### src/rtl/uart_rcvr.sv
// UART receiver: start-bit qualification, centre sampling of data and stop
// bits, and a host-side holding register with ready/overrun/framing flags.
//
//   state     | meaning
//   ----------+-------------------------------------------------------------
//   IDLE      | line idle, waiting for a low sample
//   STARTING  | line low, confirming the start bit up to its centre
//   RECEIVING | inside the frame, sampling data then stop at bit centres
module uart_rcvr #(
   parameter int word_size       = 8,
   parameter int Samples_per_bit = 8,
   parameter int Half_word       = Samples_per_bit / 2
) (
   input  logic                 Clock,
   input  logic                 rst_b,
   input  logic                 Serial_in,
   input  logic                 Read_ack,
   output logic [word_size-1:0] RCV_datareg,
   output logic                 Data_ready,
   output logic                 Error1,
   output logic                 Error2
);

   localparam int SW = $clog2(Samples_per_bit);
   localparam int BW = $clog2(word_size + 1);

   typedef enum logic [1:0] {
      IDLE      = 2'd0,
      STARTING  = 2'd1,
      RECEIVING = 2'd2
   } state_t;

   state_t               state_q, state_d;
   logic [SW-1:0]        samp_cnt_q, samp_cnt_d;
   logic [BW-1:0]        bit_cnt_q, bit_cnt_d;
   logic [word_size-1:0] shift_q, shift_d;
   logic [word_size-1:0] data_q, data_d;
   logic                 ready_q, ready_d;
   logic                 err1_q, err1_d;
   logic                 err2_q, err2_d;

   // Next-state, counter, shift and host-flag logic.
   always_comb begin
      state_d    = state_q;
      samp_cnt_d = samp_cnt_q;
      bit_cnt_d  = bit_cnt_q;
      shift_d    = shift_q;
      data_d     = data_q;
      ready_d    = ready_q;
      err1_d     = err1_q;
      err2_d     = err2_q;

      // Host read clears the flags; a frame completing on the same edge
      // overrides this below.
      if (Read_ack) begin
         ready_d = 1'b0;
         err1_d  = 1'b0;
         err2_d  = 1'b0;
      end

      case (state_q)
         IDLE: begin
            if (!Serial_in) begin
               state_d    = STARTING;
               samp_cnt_d = SW'(1);
            end
         end

         STARTING: begin
            if (Serial_in) begin
               // Low pulse shorter than half a bit: treat as a glitch.
               state_d    = IDLE;
               samp_cnt_d = '0;
            end else if (samp_cnt_q == SW'(Half_word - 1)) begin
               state_d    = RECEIVING;
               samp_cnt_d = '0;
               bit_cnt_d  = '0;
            end else begin
               samp_cnt_d = samp_cnt_q + SW'(1);
            end
         end

         RECEIVING: begin
            if (samp_cnt_q == SW'(Samples_per_bit - 1)) begin
               samp_cnt_d = '0;
               if (bit_cnt_q == BW'(word_size)) begin
                  // Stop-bit centre: deliver the word even if framing fails.
                  data_d    = shift_q;
                  ready_d   = 1'b1;
                  err2_d    = err2_d | ~Serial_in;
                  if (ready_q && !Read_ack) begin
                     err1_d = 1'b1;
                  end
                  bit_cnt_d = '0;
                  state_d   = IDLE;
               end else begin
                  shift_d   = {Serial_in, shift_q[word_size-1:1]};
                  bit_cnt_d = bit_cnt_q + BW'(1);
               end
            end else begin
               samp_cnt_d = samp_cnt_q + SW'(1);
            end
         end

         default: begin
            state_d    = IDLE;
            samp_cnt_d = '0;
            bit_cnt_d  = '0;
         end
      endcase
   end

   // State and output registers; reset takes effect immediately, mid-frame too.
   always_ff @(posedge Clock or negedge rst_b) begin
      if (!rst_b) begin
         state_q    <= IDLE;
         samp_cnt_q <= '0;
         bit_cnt_q  <= '0;
         shift_q    <= '0;
         data_q     <= '0;
         ready_q    <= 1'b0;
         err1_q     <= 1'b0;
         err2_q     <= 1'b0;
      end else begin
         state_q    <= state_d;
         samp_cnt_q <= samp_cnt_d;
         bit_cnt_q  <= bit_cnt_d;
         shift_q    <= shift_d;
         data_q     <= data_d;
         ready_q    <= ready_d;
         err1_q     <= err1_d;
         err2_q     <= err2_d;
      end
   end

   assign RCV_datareg = data_q;
   assign Data_ready  = ready_q;
   assign Error1      = err1_q;
   assign Error2      = err2_q;

endmodule

### config.mk
export PLATFORM = sky130hd
export DESIGN_NAME = uart_rcvr
export DESIGN_NICKNAME = d
export VERILOG_FILES = /design/src/rtl/uart_rcvr.sv
export SDC_FILE = /design/constraint.sdc
export NUM_CORES = 1
export LEC_CHECK = 0
export CELL_PAD_IN_SITES_DETAIL_PLACEMENT = 0
export CELL_PAD_IN_SITES_GLOBAL_PLACEMENT = 1
export CORE_UTILIZATION = 44
export DETAILED_ROUTE_END_ITERATION = 16
export GPL_TIMING_DRIVEN = 1
export PLACE_DENSITY = 0.84
export SLEW_MARGIN = 20
export SYNTH_ARGS = -nofsm -noshare
export SYNTH_HDL_FRONTEND = slang
export SYNTH_SLANG_ARGS = --single-unit
### constraint.sdc
create_clock -name Clock -period 2.5 [get_ports Clock]
set_clock_uncertainty 0.2 [all_clocks]
set_input_delay 0.625 -clock Clock [delete_from_list [all_inputs] [get_ports Clock]]
set_output_delay 0.625 -clock Clock [all_outputs]
set_load 0.005 [all_outputs]
==> flow_summary.yaml, run 1 <==
yosys:
  synth_cells: 103
  synth_edf_count: 0
  synth_area_mm2: 0.00131
  avgSynthCellArea_um2: 12.7
  seq_area_frac_synth_pct: 53.5
  ys_warn_count: 0
  synth_top_area_share_pct: 53.5
  synth_top_area_cell: "dfrtp_1"
  syn_nets: 113
  synth_ff_type: "dfrtp_1"
  synth-async-reset-ratio_pct: 100
  synthTopCellsByArea: "dfrtp_1 53%, mux2_4 9.2%, mux2_2 6.9%, ha_1 5.7%, inv_1 2.0%"
  synth_seq_cells: 28
  yosysUniqueCellTypes: 31
die:
  ios: 15
  dieArea_mm2: 0.00320
  coreArea_mm2: 0.00278
  fp-row-count: 19
  fp.dieH_um: 56.6
  initial_core_util_pct: 47.1
  die_width_um: 56.6
sta:
  worst_pin_slew_ns: 0.348
  setup_viol: 0
  rsz0062_at_grt: "no"
  min_period_ns: 2.12
  relSlewSlack_pct: 76.8
  fmax_ghz: 0.471
  hold_viol: 0
  finalCritPeriodShare_pct: 85.0
  holdWs_ns: 0.322
  slew_viol_final: 0
  tns_ns: 0
clock_network:
  cts.path.max_buffers: 2
  clkSinkCount: 28
  clk_pin_slew_ns: 0.15
  cts-buffers-inserted: 3
  htreeDepth: 1
  clock_latency_ns: 0.32
  root_buffer: "clkbuf_4"
  postCtsHoldBufs: 0
  cts_setup_buffers: 0
  cts_tree: "built"
  cts_resized: 0
worst_setup_path:
  arrival_ns: 2.14
  required_ns: 2.52
  r2r_slack_ns: 0.38
  reg2reg_from: "samp_cnt_q[0]"
  endpoint: "shift_q[0]"
  endpoint_kind: "flop"
  cpMaxStageDelayCell: "dfrtp_1"
  critPathKind: "flop to flop"
  path_common_cell: "ha_1"
  cpPeakStageDelay_ns: 0.41
  ff2ff_path_depth: 5
  cp_cell_sequence: "ha_1 > ha_1 > and3b_1 > and2_4 > mux2_4"
  crit_path_start_kind: "flop"
  crit_fanout: 8
  rr_endpoint: "shift_q[0]"
  setup.worst_path.start: "samp_cnt_q[0]"
global_routing:
  top_usage_layer: "met2"
  track_usage_pct: 15.9
  grt_max_degree: 29
  grt_pass1_vias: 831
  antenna_found_initial: 0
  grt_overflow: 0
  grt_use_met2_pct: 25.5
  met3_usage_pct: 3.00
  grt_first_pass_wirelength_um: 3990
  grt.met1_usage_pct: 22.5
final_layout:
  drive_gt1_share_pct: 19.5
  antennaDiodeCount: 0
  area_growth_pct: 15.8
  nNetsFinal: 129
drt:
  vias_per_cell: 5.44
  dr_total_vias: 811
  drc: 0
  drt-pass1-iter-count: 4
  wl_per_cell_um: 14.7
  ant_nets: 0
  drt_iter0_markers: 17
  detail_route.wirelength_um: 2190
power:
  power.density_mw_per_mm2: 957
  p_leak_uw: 0.000715
  ir_drop_v: 0.000543
  p_total_uw: 1450
job:
  drv_cap: 0
place:
  dp_hpwl_um: 1600
  io_buffers: 14
  place_congestion: 0.698
status:
  run_status: "finished clean"
hold_path:
  hp-class: "flop to flop"
-- where the power goes --
group          total [µW]  internal [µW]  switching [µW]
clock network         291            162             129
logic                 471            272             199
registers             688            583             105
-- layer usage --
metal,up-vias,routed length (µm)
met5,-,0
met4,0,16
met3,2,65
met2,11,1050
met1,402,1060
li1,396,-
-- worst max-delay path, delay by kind of cell (launching register included) --
family	cells	cell delay, ns
mux	1	0.31
simple gates	2	0.62
flops	1	0.41
fa+ha+maj	2	0.49
-- sequential cells by signal, indices dropped and copies added (netlist names) --
name / flops
shift_q: 8
RCV_datareg: 8
Data_ready: 1
state_q: 2
bit_cnt_q: 4
Error1: 1
Error2: 1
samp_cnt_q: 3
-- synth_stat cells (2+ instances only) --
master    count
nand3b_1      2
nand3_1       3
and3b_1       3
a21oi_1       3
nand2_1       2
buf_6         2
o21ai_0       5
mux2_4        8
inv_1         7
nor2b_1       2
a31oi_1       2
nand2b_1      2
mux2_2        8
dfrtp_1      28
buf_2         2
ha_1          6
o22ai_1       2
nor2_1        3
-- worst min-delay path by stage --
stage	cells past startpoint	to	from	slack (ns)
final	1	RCV_datareg[3]	RCV_datareg[3]	0.32
after floorplan	0	Data_ready	rst_b	0.13
after detailed placement	1	RCV_datareg[3]	RCV_datareg[3]	0.29
after global placement	2	Error1	Error1	0.29
after CTS	1	RCV_datareg[3]	RCV_datareg[3]	0.33
after global routing	1	RCV_datareg[3]	RCV_datareg[3]	0.35
-- stage by stage --
stage / util (%) / instances / setup slack [ns] / instance area [µm²]
final: 54.5 / 149 / 0.375 / 1520
after global routing: 54.5 / 149 / 0.275 / 1520
after global placement: 52.6 / 145 / 0.362 / 1460
after detailed placement: 52.6 / 145 / 0.320 / 1460
after floorplan: - / 103 / 0.486 / 1310
after CTS: 54.5 / 149 / 0.361 / 1520
-- cells in the final DEF, fill, tap and decap left out, drive strengths merged --
cell	n
nand2	3
nand2b	2
o22ai	2
a31oi	2
nor4b	1
and3b	3
o221ai	1
nor2	3
o32ai	1
a32o	1
nand4	1
dfrtp	28
nand3	3
a32oi	1
ha	6
clkdlybuf4s50	14
buf	1
a211oi	1
and2	2
nor3	1
o21a	1
a21o	1
clkbuf	3
inv	7
a21oi	3
bufinv	1
o21ai	5
nand3b	2
nor2b	2
mux2	16
-- logic make-up after synthesis --
family | count (synthesis) | share of synthesized area (%)
AO/OA/AOI/OAI | 19 | 9.46
flip-flops | 28 | 53.5
multiplexers | 16 | 16.0
adder cells (fa/ha/maj) | 6 | 5.73
buffers and inverters | 11 | 4.49
AND/OR/NAND/NOR | 23 | 10.8
-- final cells by class --
type                       instances  area [µm²]
inverter                           7        26.3
clock inverter                     1        30.0
fill                             245        1260
timing repair buffer              15         148
tap                               31        38.8
multi-input combinational         64         551
clock buffer                       3        22.5
sequential                        28         701
(Power assumes the default switching activity.)
==> inputs of run 2 (changes only) <==
--- a/config.mk
+++ b/config.mk
@@ -7,10 +7,10 @@
 export LEC_CHECK = 0
 export CELL_PAD_IN_SITES_DETAIL_PLACEMENT = 0
 export CELL_PAD_IN_SITES_GLOBAL_PLACEMENT = 1
-export CORE_UTILIZATION = 44
+export CORE_UTILIZATION = 40
 export DETAILED_ROUTE_END_ITERATION = 16
 export GPL_TIMING_DRIVEN = 1
-export PLACE_DENSITY = 0.84
+export PLACE_DENSITY = 0.81
 export SLEW_MARGIN = 20
 export SYNTH_ARGS = -nofsm -noshare
 export SYNTH_HDL_FRONTEND = slang
==> constraint.sdc (replaced) <==
create_clock -name Clock -period 1.8 [get_ports Clock]
set_clock_uncertainty 0.2 [all_clocks]
set_input_delay 0.45 -clock Clock [delete_from_list [all_inputs] [get_ports Clock]]
set_output_delay 0.45 -clock Clock [all_outputs]
set_load 0.005 [all_outputs]
==> flow_summary.yaml, run 2 (same netlist as run 1, synthesis figures left out) <==
final_layout:
  area_growth_pct: 28.0
  drive_gt1_share_pct: 33.3
  nNetsFinal: 146
  final_cell_mix: "28 x dfrtp_1, 18 x buf_4, 11 x dlygate4sd2_1"
  fill_cells: 273
  final_common_cell: "dfrtp_1"
  antennaDiodeCount: 0
die:
  fp.dieH_um: 59.2
  fp-row-count: 20
  dieArea_mm2: 0.00351
  coreArea_mm2: 0.00308
  die_width_um: 59.2
  initial_core_util_pct: 42.6
  ios: 15
status:
  run_status: "finished clean"
sta:
  setup_viol: 0
  worst_pin_slew_ns: 0.349
  finalCritPeriodShare_pct: 99.8
  fmax_ghz: 0.557
  relSlewSlack_pct: 76.7
  slew_viol_final: 0
  holdWs_ns: 0.269
  hold_viol: 0
  rsz0062_at_grt: "yes"
  worst_slack_ns: 0.00418
  min_period_ns: 1.80
power:
  power.switching_uw: 662
  cellInternalPower_uw: 1540
  p_total_uw: 2200
  p_sw_share_pct: 30.1
  p_comb_share_pct: 37.7
  power.density_mw_per_mm2: 1310
  ir_drop_v: 0.000822
  p_leak_uw: 0.000851
  p_seq_share_pct: 43.7
  pwr-share-clk_pct: 18.6
global_routing:
  grt_pass1_vias: 892
  grt_first_pass_wirelength_um: 4040
  grt_overflow: 0
  track_usage_pct: 15.8
  antenna_found_initial: 0
  grt_max_degree: 29
clock_network:
  htreeDepth: 1
  root_buffer: "clkbuf_4"
  cts_tree: "built"
  cts-buffers-inserted: 3
  clock_latency_ns: 0.33
  clk_pin_slew_ns: 0.15
  clkSinkCount: 28
  postCtsHoldBufs: 0
  cts.path.max_buffers: 2
worst_setup_path:
  crit_path_start_kind: "flop"
  crit_buf_inv: 0
  cpMaxStageDelayCell: "dfrtp_1"
  path_common_cell: "ha_4"
  critPathKind: "flop to flop"
  cp_cell_sequence: "ha_4 > ha_4 > and3b_2 > and2_4 > mux2_4"
  arrival_ns: 1.83
  crit_family: "flip-flops"
  cpPeakStageDelay_ns: 0.44
  endpoint_kind: "flop"
  crit_fanout: 8
  required_ns: 1.83
drt:
  drt-pass1-iter-count: 4
  dr_total_vias: 891
  wl_per_cell_um: 13.2
  ant_nets: 0
  drt_iter0_markers: 18
  vias_per_cell: 4.98
  detail_route.wirelength_um: 2370
  drc: 0
place:
  dpl_worst_slack_ns: -0.0457
  dp_hpwl_um: 1750
  io_buffers: 14
  place_congestion: 0.850
job:
  drv_cap: 0
hold_path:
  hp-class: "input pin to async pin"
run 2: cell types whose count changed in the layout (fill, tap and decap cells not counted), sizes merged:
cell	before	now
clkdlybuf4s50	14	3
dlygate4sd2	0	11
buf	1	18
run 2: worst paths after layout:
path,from,end,slack (ns),cells past startpoint
worst min-delay path,rst_b,Error2,0.27,2
worst max-delay path,samp_cnt_q[1],shift_q[5],0.004,5
min in group Clock,RCV_datareg[7],RCV_datareg[7],0.32,1
worst max register to register,samp_cnt_q[1],shift_q[5],0.004,5
worst min register to register,RCV_datareg[7],RCV_datareg[7],0.32,1
max in group asynchronous,rst_b,samp_cnt_q[2],0.87,2
run 2: metal layers:
layer | share of wire [%] | track usage [%] | vias to the layer above
met3 | 3.3 | 4.59 | 4
met1 | 46 | 19.5 | 436
met5 | 0 | 0 | -
li1 | - | - | 432
met4 | 1.1 | 4.08 | 0
met2 | 50 | 27.1 | 19
run 2: timing repair:
action | in CTS | in global routing
setup buffers | 2 | 2
pin swaps | 2 | 0
endpoints found under the setup margin | 24 | 15
cloned | 0 | 0
gates resized for setup | 13 | 1
run 2: area by class of cell:
class                      count  area [µm²]  share of cell area [%]
multi-input combinational     64         581                    34.6
inverter                       7        26.3                    1.57
timing repair buffer          32         262                    15.6
sequential                    28         701                    41.8
clock buffer                   3        22.5                    1.34
tap                           44        55.1                    3.28
clock inverter                 1        30.0                    1.79
run 2: worst reg2reg max path, delay by kind of cell (launching register included):
family / cells / cell delay (ns)
adder cells (fa/ha/maj): 2 / 0.33
flip-flops: 1 / 0.44
multiplexers: 1 / 0.30
AND/OR/NAND/NOR: 2 / 0.43
run 2: stage by stage:
stage	cell area [µm²]	std cells	setup TNS [ns]	util (%)
finish	1680	179	0	54.5
global route	1680	179	-0.555	54.5
CTS	1660	177	0	53.9
detailed placement	1600	171	-0.354	52.1
global placement	1600	171	-0.00376	52.1
floorplan	1340	103	-0.861	-
run 2: power groups by stage:
stage | combinational [µW] | sequential [µW] | clock, µW
2_1_floorplan | 547 | 944 | 0
6_report | 828 | 960 | 409
4_1_cts | 802 | 962 | 420
3_3_place_gp | 785 | 965 | 0
5_1_grt | 920 | 984 | 447
3_5_place_dp | 814 | 979 | 0
==> inputs of run 3 (changes only) <==
--- a/config.mk
+++ b/config.mk
@@ -7,6 +7,7 @@
 export LEC_CHECK = 0
 export CELL_PAD_IN_SITES_DETAIL_PLACEMENT = 0
 export CELL_PAD_IN_SITES_GLOBAL_PLACEMENT = 1
+export CORE_MARGIN = 3
 export CORE_UTILIZATION = 40
 export DETAILED_ROUTE_END_ITERATION = 16
 export GPL_TIMING_DRIVEN = 1
==> flow_summary.yaml, run 3 (same netlist as run 1, synthesis figures left out) <==
clock_network:
  clkSinkCount: 28
  root_buffer: "clkbuf_4"
  htreeDepth: 1
  cts-buffers-inserted: 3
  cts.path.max_buffers: 2
  clock_latency_ns: 0.33
  cts_tree: "built"
  postCtsHoldBufs: 0
  clk_pin_slew_ns: 0.15
drt:
  met2WireLength_um: 1130
  wl_per_cell_um: 13.0
  vias_per_cell: 5.05
  detail_route.wirelength_um: 2320
  dr_total_vias: 904
  ant_nets: 0
  drt-pass1-iter-count: 4
  wl_met3_um: 110
  top_layer: "met4"
  wl_met1_um: 1070
  drt_iter0_markers: 49
  drc: 0
worst_setup_path:
  crit_fanout: 6
  cpMaxStageDelayCell: "dfrtp_1"
  endpoint_kind: "flop"
  path_common_cell: "ha_4"
  crit_family: "flip-flops"
  r2r_slack_ns: -0.02
  arrival_ns: 1.84
  critPathKind: "flop to flop"
  cp_cell_sequence: "ha_4 > ha_4 > and3b_2 > nand2_2 > mux2_2"
  crit_buf_inv: 0
  required_ns: 1.83
  rr_endpoint: "RCV_datareg[2]"
  reg2reg_from: "samp_cnt_q[1]"
  cpPeakStageDelay_ns: 0.44
  crit_path_start_kind: "flop"
  ff2ff_path_depth: 5
global_routing:
  grt_overflow: 0
  antenna_found_initial: 0
  grt_pass1_vias: 864
  track_usage_pct: 12.4
  grt_max_degree: 29
  grt_first_pass_wirelength_um: 3960
sta:
  hold_viol: 0
  fmax_ghz: 0.551
  worst_pin_slew_ns: 0.351
  finalCritPeriodShare_pct: 101
  worst_slack_ns: -0.0159
  relSlewSlack_pct: 76.6
  rsz0062_at_grt: "yes"
  setup_viol: 9
  slew_viol_final: 0
  min_period_ns: 1.82
job:
  drv_cap: 0
place:
  dp_hpwl_um: 1720
  placed_cell_area_mm2: 0.00162
  place_congestion: 0.852
  io_buffers: 14
final_layout:
  drive_gt1_share_pct: 34.8
  fill_cells: 273
  fin_area_mm2: 0.00167
  fin_util_pct: 54.2
  nNetsFinal: 146
  final_cell_mix: "28 x dfrtp_1, 18 x buf_4, 11 x dlygate4sd2_1"
  area_growth_pct: 27.3
  final_common_cell: "dfrtp_1"
  antennaDiodeCount: 0
power:
  power.density_mw_per_mm2: 1240
  p_seq_share_pct: 45.9
  p_comb_share_pct: 39.3
  power.switching_uw: 656
  pwr-share-clk_pct: 14.8
  p_sw_share_pct: 31.6
  p_leak_uw: 0.000845
  cellInternalPower_uw: 1420
  ir_drop_v: 0.000612
die:
  initial_core_util_pct: 42.6
  dieArea_mm2: 0.00400
  coreArea_mm2: 0.00308
  fp-row-count: 20
  fp.dieH_um: 63.2
  die_width_um: 63.2
  ios: 15
status:
  violations: "negative setup slack"
  run_status: "finished with violations"
hold_path:
  hp-class: "input pin to async pin"
==> run 3: changes by cell type in the layout (fill, tap and decap cells not counted) <==
cell / before / now
bufinv_16: 1 / 0
a21oi_1: 3 / 2
o21ai_1: 0 / 1
clkbuf_8: 0 / 1
o21ai_0: 5 / 3
a21oi_2: 0 / 1
o21ai_2: 0 / 1
==> run 3: what timing repair did <==
| action | CTS | global route |
|---|---|---|
| setup buffers | 2 | 0 |
| pin swaps | 1 | 0 |
| hold endpoints to repair | 0 | 0 |
| setup endpoints to repair | 22 | 19 |
| resized for setup | 13 | 5 |
==> run 3: how the worst max path moves through the flow <==
stage | start | endpoint | slack [ns] | cells after the start
finish | samp_cnt_q[1] | RCV_datareg[2] | -0.02 | 5
floorplan | samp_cnt_q[0] | shift_q[0] | -0.11 | 7
global route | samp_cnt_q[1] | RCV_datareg[7] | -0.06 | 5
CTS | samp_cnt_q[1] | RCV_datareg[7] | -0.009 | 5
detailed placement | Serial_in | samp_cnt_q[1] | -0.07 | 5
global placement | Serial_in | bit_cnt_q[3] | -0.04 | 4
==> run 3: through the flow <==
step	setup slack [ns]	power, µW	hold slack [ns]	setup TNS, ns	std cells
2_1_floorplan	-0.108	1490	-0.0456	-0.861	103
3_3_place_gp	-0.0405	1750	0.287	-0.111	173
3_5_place_dp	-0.0651	1780	0.299	-0.169	173
4_1_cts	-0.00854	2070	0.294	-0.0192	179
5_1_grt	-0.0565	2230	0.314	-0.507	179
6_report	-0.0159	2080	0.280	-0.0562	179
==> run 3: metal layers <==
layer | GRT usage (%) | vias up
li1 | - | 432
met4 | 4.04 | 0
met5 | 0 | -
met1 | 16.8 | 447
met3 | 2.32 | 2
met2 | 20.0 | 23
==> run 3: worst reg2reg max path, cell delays in order (launching register included) <==
cell and delay (ns):
dfrtp_1 0.44, ha_4 0.18, ha_4 0.15, and3b_2 0.23, nand2_2 0.16, mux2_2 0.36
==> run 3: area by class of cell <==
class	count	area, µm²	area share, %
sequential	28	701	42.0
multi-input combinational	64	588	35.3
timing repair buffer	32	262	15.7
tap	44	55.1	3.30
clock buffer	4	36.3	2.18
inverter	7	26.3	1.58
==> run 3: power groups by stage <==
| stage | clock network (µW) | registers, µW | logic (µW) |
|---|---|---|---|
| floorplan | 0 | 944 | 547 |
| global placement | 0 | 965 | 784 |
| detailed placement | 0 | 972 | 813 |
| CTS | 315 | 957 | 797 |
| global route | 343 | 984 | 901 |
| finish | 307 | 953 | 815 |
